===== src/rtl/dmi_jtag_dr.sv =====
// ============================================================================
// Module   : dmi_jtag_dr
// Purpose  : DMI data register for the JTAG DTM. Turns DR updates into
//            valid/ready debug-module requests and tracks sticky DMI status.
// Revision : 1.0  initial release
// ============================================================================
`default_nettype none

module dmi_jtag_dr #(
    parameter int unsigned AddrWidth = 7,
    parameter int unsigned DataWidth = 32
) (
    input  logic                 tck_i,
    input  logic                 trst_i,
    input  logic                 test_logic_reset_i,
    input  logic                 dmi_access_i,
    input  logic                 capture_dr_i,
    input  logic                 shift_dr_i,
    input  logic                 update_dr_i,
    input  logic                 dmi_reset_i,
    input  logic                 td_i,
    output logic                 td_o,
    output logic [1:0]           dmi_error_o,
    output logic                 dmi_req_valid_o,
    input  logic                 dmi_req_ready_i,
    output logic [AddrWidth-1:0] dmi_req_addr_o,
    output logic [DataWidth-1:0] dmi_req_data_o,
    output logic [1:0]           dmi_req_op_o,
    input  logic                 dmi_resp_valid_i,
    output logic                 dmi_resp_ready_o,
    input  logic [DataWidth-1:0] dmi_resp_data_i,
    input  logic [1:0]           dmi_resp_resp_i
);

    localparam int unsigned DrWidth = AddrWidth + DataWidth + 2;

    typedef enum logic [2:0] {
        Idle      = 3'd0,
        Read      = 3'd1,
        WaitRead  = 3'd2,
        Write     = 3'd3,
        WaitWrite = 3'd4
    } state_e;

    state_e               state_q, state_d;
    logic [DrWidth-1:0]   dr_q, dr_d;
    logic [AddrWidth-1:0] addr_q, addr_d;
    logic [DataWidth-1:0] data_q, data_d;
    logic [1:0]           error_q, error_d;
    logic                 drop_err_q, drop_err_d;

    logic                 busy;
    logic                 err_busy;
    logic                 err_fail;

    assign busy = (state_q != Idle);

    always_comb begin
        state_d    = state_q;
        dr_d       = dr_q;
        addr_d     = addr_q;
        data_d     = data_q;
        error_d    = error_q;
        drop_err_d = drop_err_q;
        err_busy   = 1'b0;
        err_fail   = 1'b0;

        if (dmi_access_i) begin
            if (capture_dr_i) begin
                dr_d     = {addr_q, data_q, (busy ? 2'd3 : error_q)};
                err_busy = busy;
            end else if (shift_dr_i) begin
                dr_d = {td_i, dr_q[DrWidth-1:1]};
            end else if (update_dr_i) begin
                if (busy) begin
                    err_busy = 1'b1;
                end else if (error_q == 2'd0) begin
                    if (dr_q[1:0] == 2'd1) begin
                        addr_d  = dr_q[DrWidth-1:DataWidth+2];
                        state_d = Read;
                    end else if (dr_q[1:0] == 2'd2) begin
                        addr_d  = dr_q[DrWidth-1:DataWidth+2];
                        data_d  = dr_q[DataWidth+1:2];
                        state_d = Write;
                    end
                end
            end
        end

        case (state_q)
            Read:      if (dmi_req_ready_i) state_d = WaitRead;
            Write:     if (dmi_req_ready_i) state_d = WaitWrite;
            WaitRead: begin
                if (dmi_resp_valid_i) begin
                    data_d   = dmi_resp_data_i;
                    err_fail = (dmi_resp_resp_i != 2'd0);
                    state_d  = Idle;
                end
            end
            WaitWrite: begin
                if (dmi_resp_valid_i) begin
                    err_fail = (dmi_resp_resp_i != 2'd0);
                    state_d  = Idle;
                end
            end
            default: ;
        endcase

        // Sets take precedence over dmireset; busy overrides an earlier failure.
        if (dmi_reset_i)                                      error_d = 2'd0;
        if (err_fail && (error_q == 2'd0) && !drop_err_q)     error_d = 2'd2;
        if (err_busy)                                         error_d = 2'd3;

        // Test-Logic-Reset orphans the in-flight transaction's status.
        if (test_logic_reset_i) begin
            dr_d       = '0;
            error_d    = 2'd0;
            drop_err_d = busy;
        end
        if (state_d == Idle) drop_err_d = 1'b0;
    end

    always_ff @(posedge tck_i or posedge trst_i) begin
        if (trst_i) begin
            state_q    <= Idle;
            dr_q       <= '0;
            addr_q     <= '0;
            data_q     <= '0;
            error_q    <= 2'd0;
            drop_err_q <= 1'b0;
        end else begin
            state_q    <= state_d;
            dr_q       <= dr_d;
            addr_q     <= addr_d;
            data_q     <= data_d;
            error_q    <= error_d;
            drop_err_q <= drop_err_d;
        end
    end

    assign td_o             = dr_q[0];
    assign dmi_error_o      = error_q;
    assign dmi_req_valid_o  = (state_q == Read) || (state_q == Write);
    assign dmi_req_addr_o   = addr_q;
    assign dmi_req_data_o   = data_q;
    assign dmi_req_op_o     = (state_q == Read)  ? 2'd1 :
                              (state_q == Write) ? 2'd2 : 2'd0;
    assign dmi_resp_ready_o = (state_q == WaitRead) || (state_q == WaitWrite);

endmodule

`default_nettype wire


===== config.mk =====
export PLATFORM = sky130hd
export DESIGN_NAME = dmi_jtag_dr
export DESIGN_NICKNAME = d
export VERILOG_FILES = /design/src/rtl/dmi_jtag_dr.sv
export SDC_FILE = /design/constraint.sdc
export NUM_CORES = 1
export LEC_CHECK = 0
export CORE_UTILIZATION = 35
export CTS_CLUSTER_DIAMETER = 120
export DETAILED_ROUTE_END_ITERATION = 10
export HOLD_SLACK_MARGIN = 0.08
export PLACE_DENSITY = 0.71
export SKIP_LAST_GASP = 1
export SYNTH_ARGS = -nofsm -noshare
export SYNTH_HDL_FRONTEND = slang
export SYNTH_SLANG_ARGS = --single-unit

===== constraint.sdc =====
create_clock -name tck_i -period 2.5 [get_ports tck_i]
set_input_delay 0.5 -clock tck_i [delete_from_list [all_inputs] [get_ports tck_i]]
set_output_delay 0.5 -clock tck_i [all_outputs]
set_load 0.005 [all_outputs]

# Word level (Yosys, flattened, before mapping)
# Index checks and enable logic that the tools add are counted.
# totals
register_bits,86
inputBits,45
out_inout_bits,46
word_cells,76
# classes
eq_ne,6
n_mux,44
bitwise,3
n_reduce_logical,17
# ops
operator,count
two-way mux 32 bit,10
two-way mux 41 bit,4
two-way mux 3 bit,11
two-way mux 2 bit,7
two-way mux 7 bit,2
two-way mux 1 bit,9
one-hot mux 3 bit (3 select lines),1
nonzero test 2 bit,4
AND reduction 7 bit,1
"== test 3 x 2 -> 1 bit, second input constant",2
nonzero test 3 bit,2
nonzero test 4 bit,1
"== test 3 x 1 -> 1 bit, second input constant",1
"== test 3 bit, second input constant",1
logical NOT 3 bit,1
inverter 1 bit,3
"== test 2 x 1 -> 1 bit, second input constant",1
"== test 2 bit, second input constant",1
logical AND 1 bit,2
logical NOT 2 bit,1
logical OR 1 bit,2
AND reduction 2 bit,1
OR reduction 2 bit,1
logical NOT 1 bit,1

# Depth between registers and ports, before layout
# logic_depth
ltp_word,13
mapped_depth,8
depth_no_buf,6

# Worst setup path after synthesis
# No wires, ideal clock.
# synth_path
kind,input to register
from,in capture_dr_i
to,reg data_q[10] (netlist: dmi_req_data_o[10])
setup_ps,141
t_arrival_ps,1892
t_required_ps,2359
slack_ps,467
path_stages,7
path_buffers,3
cell_sequence,clkbuf_1 -> nand4bb_1 -> or4_1 -> buf_2 -> buf_6 -> nand2_1 -> a31oi_1
# synth_between
elab_chain_cells,4
# synth_lines
element,line_no,source
from (decl),17,"input logic capture_dr_i,"
two-way mux 32 bit *,69,if (capture_dr_i) begin
two-way mux 32 bit *,68,if (dmi_access_i) begin
two-way mux 32 bit,94,if (dmi_resp_valid_i) begin
two-way mux 32 bit *,90,case (state_q)
net data_d[10],48,"logic [DataWidth-1:0] data_q, data_d;"
to (signal assigned),135,data_q <= data_d;
to (decl),48,
# The timed path passes the listed nets; every way through them passes the cells marked *.
# A chain may end at the register's enable or synchronous reset.

# Worst setup path in the final report
# layout_path
from,reg state_q[1]
to,out dmi_resp_ready_o
# layout_between
elab_chain_cells,2
elab_cells_between_ends,3
cone_classes,2 x eq/ne; 1 x reduce/logical
# layout_lines
element,line_no,source
from (decl),45,"state_e state_q, state_d;"
from (signal assigned),125,state_q <= Idle;
from (signal assigned),132,state_q <= state_d;
== test 3 x 2 -> 1 bit or == test 3 bit (tied branches),148,assign dmi_resp_ready_o = (state_q == WaitRead) || (state_q == WaitWrite);
logical OR 1 bit *,148,
to (decl),30,"output logic dmi_resp_ready_o,"
# Mark *: on every way between the ends. The rest lies on a longest branch, timed or not.

==> results.txt <==
----------------------------------------------------
[Status]
  Outcome ... finished, final reports clean

[Cells and area]
  Final cell count without fillers ... 656
  Net total in the final layout ... 555
  Most frequent cells in the layout ... 109 x nand2_1, 89 x clkdlybuf4s50_1, 86 x dfrtp_1, 43 x o21ai_0, 39 x mux2i_1
  Commonest non-fill, non-tap cell in the layout ... nand2_1
  Antenna diode count ... 0
  Area growth, synth to finish ... 32.75%
  Fraction of final layout cells with drive strength greater than 1 ... 8.187%

[CTS]
  Clock buffer depth ... 2
  Worst-path clk slew ... 60 ps
  CTS resizes ... 0
  TritonCTS clock tree ... yes
  Total setup buffers inserted after CTS ... 0
  Clock Sinks ... 86
  Number of buffers inserted by hold repair at cts ... 0
  TritonCTS buffer count ... 9
  CTS Root Cell ... clkbuf_16
  Worst skew pair latency ... 320 ps
  H-tree lvl count ... 3

[Logic synthesis]
  Share of synthesized area occupied by flip-flops and latches ... 52.60%
  Post-synthesis share of cell area spent on xor and xnor gates ... 0.2141%
  Multiplexer area fraction after synthesis ... 12.11%
  Mapped Nets ... 474
  Count of mapped cells out of synthesis ... 427
  Synthesis Warnings ... 0
  Adder-cell share of the synthesized area ... 0.6116%
  Flops & latches, synth ... 86
  Synth top area cells ... dfrtp_1 53%, nand2_1 10%, mux2i_1 9.5%, o21ai_0 5.3%, a31oi_1 5.0%
  Area fraction in compound gates after synthesis ... 11.99%
  Async S/R FF share, synth ... 100.0%
  Proportion of netlist area held by the largest area contributor ... 52.60%
  Mean instance size in the synthesized netlist ... 9.582 sq um
  Main combinational cell family by area after synthesis ... simple AND/OR/NAND/NOR gates
  Synthesized-area fraction occupied by and/or/nand/nor cells ... 18.13%
  Post-synth cell types ... 31
  Area of the mapped netlist ... 0.004091 sq mm
  Dominant register cell in the synthesized netlist ... dfrtp_1
  Cell taking the most area after synthesis ... dfrtp_1
  Number of synthesized flops with an enable pin ... 0

[Timing]
  Unrepaired setup endpoints after global routing ... no
  Final setup skew ... 6.955 ps
  Final Max Tran Viols ... 0
  Tmin final ... 2208 ps
  Count of final setup violators ... 0
  Final period util ... 88.31%
  Worst slew margin relative to its limit ... 56.52%
  Actual slew at the worst max-slew pin ... 652.2 ps
  Sum of negative setup slack ... 0 ps
  Highest clock frequency the design can meet ... 0.4530 GHz
  Final hold viol count ... 0

[Placed design]
  Dpl hpwl ... 6.329 mm
  Placed cells ... 640
  Weighted congestion at the end of routability-driven global placement ... 0.7239
  Port Buffer Count ... 90

[Critical path]
  Required time reported for the critical path endpoint ... 2000 ps
  Slowest library cell on the worst path ... clkdlybuf4s50_1
  Crit-path leading delay family ... buffers and inverters
  Crit end category ... output port
  Sequence of cells on the critical path ... buf_4 > xor2_1 > nor2b_1 > clkdlybuf4s50_1
  Number of buffers and inverters on the critical path ... 2
  Worst endpoint data arrival time ... 1710 ps
  Maximum fanout along the worst path ... 9
  Slowest cell delay on critical path ... 510 ps
  Launching element type of the critical path ... flop
  Category of the most critical setup path ... flop to output port

[GRT]
  Number of global-route vias before repair ... 3286
  Global routing usage summed across all routing layers ... 16.53%
  Congestion Overflow GR ... 0
  Initial antenna violation count ... 0
  Global-route wire length before repair ... 15.61 mm
  Largest net degree at the start of global routing ... 87

[Route]
  Number of nets still failing antenna checks after routing ... 0
  Violation count after the first detailed-route iteration ... 130
  Total iterations of the first detailed-routing run ... 4
  Drt wl/cell ... 14.43 um
  Number of DRC violations after detailed routing ... 0
  Vias post-DR ... 3283
  Wirelength, routed ... 9.464 mm
  Via density ... 5.005

[Min path]
  Hold crit path type ... flop to flop

[Pwr]
  Maximum ir drop on the vdd rail ... 0.0003900 V
  Leakage power of the design ... 0.002427 uW
  Ratio of total power to cell area ... 849.0 mW/mm^2

[Floorplanning]
  Area of the placeable core ... 0.01142 sq mm
  Number of placement rows ... 39
  Number of primary I/O pins ... 91
  Chip width ... 110.1 um
  Total Die Area ... 0.01213 sq mm
  Starting density of the core ... 35.83%
  Die extent in y ... 110.1 um

[Flow run]
  Number of max-capacitance violations reported ... 0

----------------------------------------------------
-- metrics by stage --
step                utilization, %  hold WS [ps]  total power [uW]  instance area (sq um)  setup WS, ps
detailed placement           45.16         498.4              3419                   5156         198.9
global route                 47.57         534.5              4914                   5431         146.3
floorplan                        -         470.5              2609                   4095         466.8
finish                       47.57         509.0              4611                   5431         292.3
global placement             45.16         489.3              3365                   5156         226.7
CTS                          47.57         512.8              4673                   5431         254.4
-- cells by family after synthesis --
logic type      Yosys count
mux                      46
simple gates            172
buf+inv                  34
flops                    86
compound gates           86
fa+ha+maj                 2
xor+xnor                  1
-- sequential cells by signal, summed over array words and instances, names as in the netlist --
name	cells
dr_q	41
dmi_error_o	2
dmi_req_addr_o	7
state_q	3
drop_err_q	1
dmi_req_data_o	32
-- power breakdown --
group | switching [uW] | leakage [uW] | internal (uW)
Clock | 548 | 0.000129 | 681
Combinational | 535 | 0.00120 | 830
Sequential | 288 | 0.00110 | 1730
Total | 1370 | 0.00243 | 3240
-- routing by layer --
layer / share of wire, % / wire length [um] / GRT usage (%) / vias up
li1: - / - / - / 1616
met1: 48 / 4526 / 21.97 / 1605
met2: 48 / 4548 / 27.50 / 58
met3: 3.7 / 350 / 3.351 / 4
met4: 0.40 / 38 / 4.417 / 0
met5: 0 / 0 / 0 / -
-- worst paths after layout --
check / startpoint / end / slack [ps] / depth (start not counted)
min: dr_q[37] / dr_q[37] / 510 / 2
max: state_q[1] / dmi_resp_ready_o / 290 / 4
max reg2reg: state_q[0] / dmi_req_data_o[10] / 310 / 5
min in group asynchronous: trst_i / dmi_req_data_o[20] / 650 / 3
max in group asynchronous: trst_i / dr_q[8] / 1500 / 3
min reg2reg: dr_q[37] / dr_q[37] / 510 / 2
-- area by class of cell --
cell class | count | area (sq um)
repair buffers | 101 | 1041
inverters | 3 | 15.01
clock inverters | 6 | 46.29
multi-input cells | 307 | 1769
fillers | 1123 | 5987
flip-flops and latches | 86 | 2152
well taps | 143 | 178.9
clock buffers | 10 | 229.0
-- Yosys cell counts, types with 6 or more instances --
master      n
a31oi_1    33
buf_6       6
clkbuf_1   17
dfrtp_1    86
mux2_4      7
mux2i_1    39
nand2_1   109
nand2b_1    8
nor2_1     36
nor2b_1     6
o21ai_0    43
-- worst reg2reg max path, stage by stage (launching register included) --
cell and delay (ps):
dfrtp_1 450, or3_1 560, or4_1 570, buf_4 270, nand2_1 130, a31oi_1 80
Note: power is estimated with default switching activity, not from simulation.
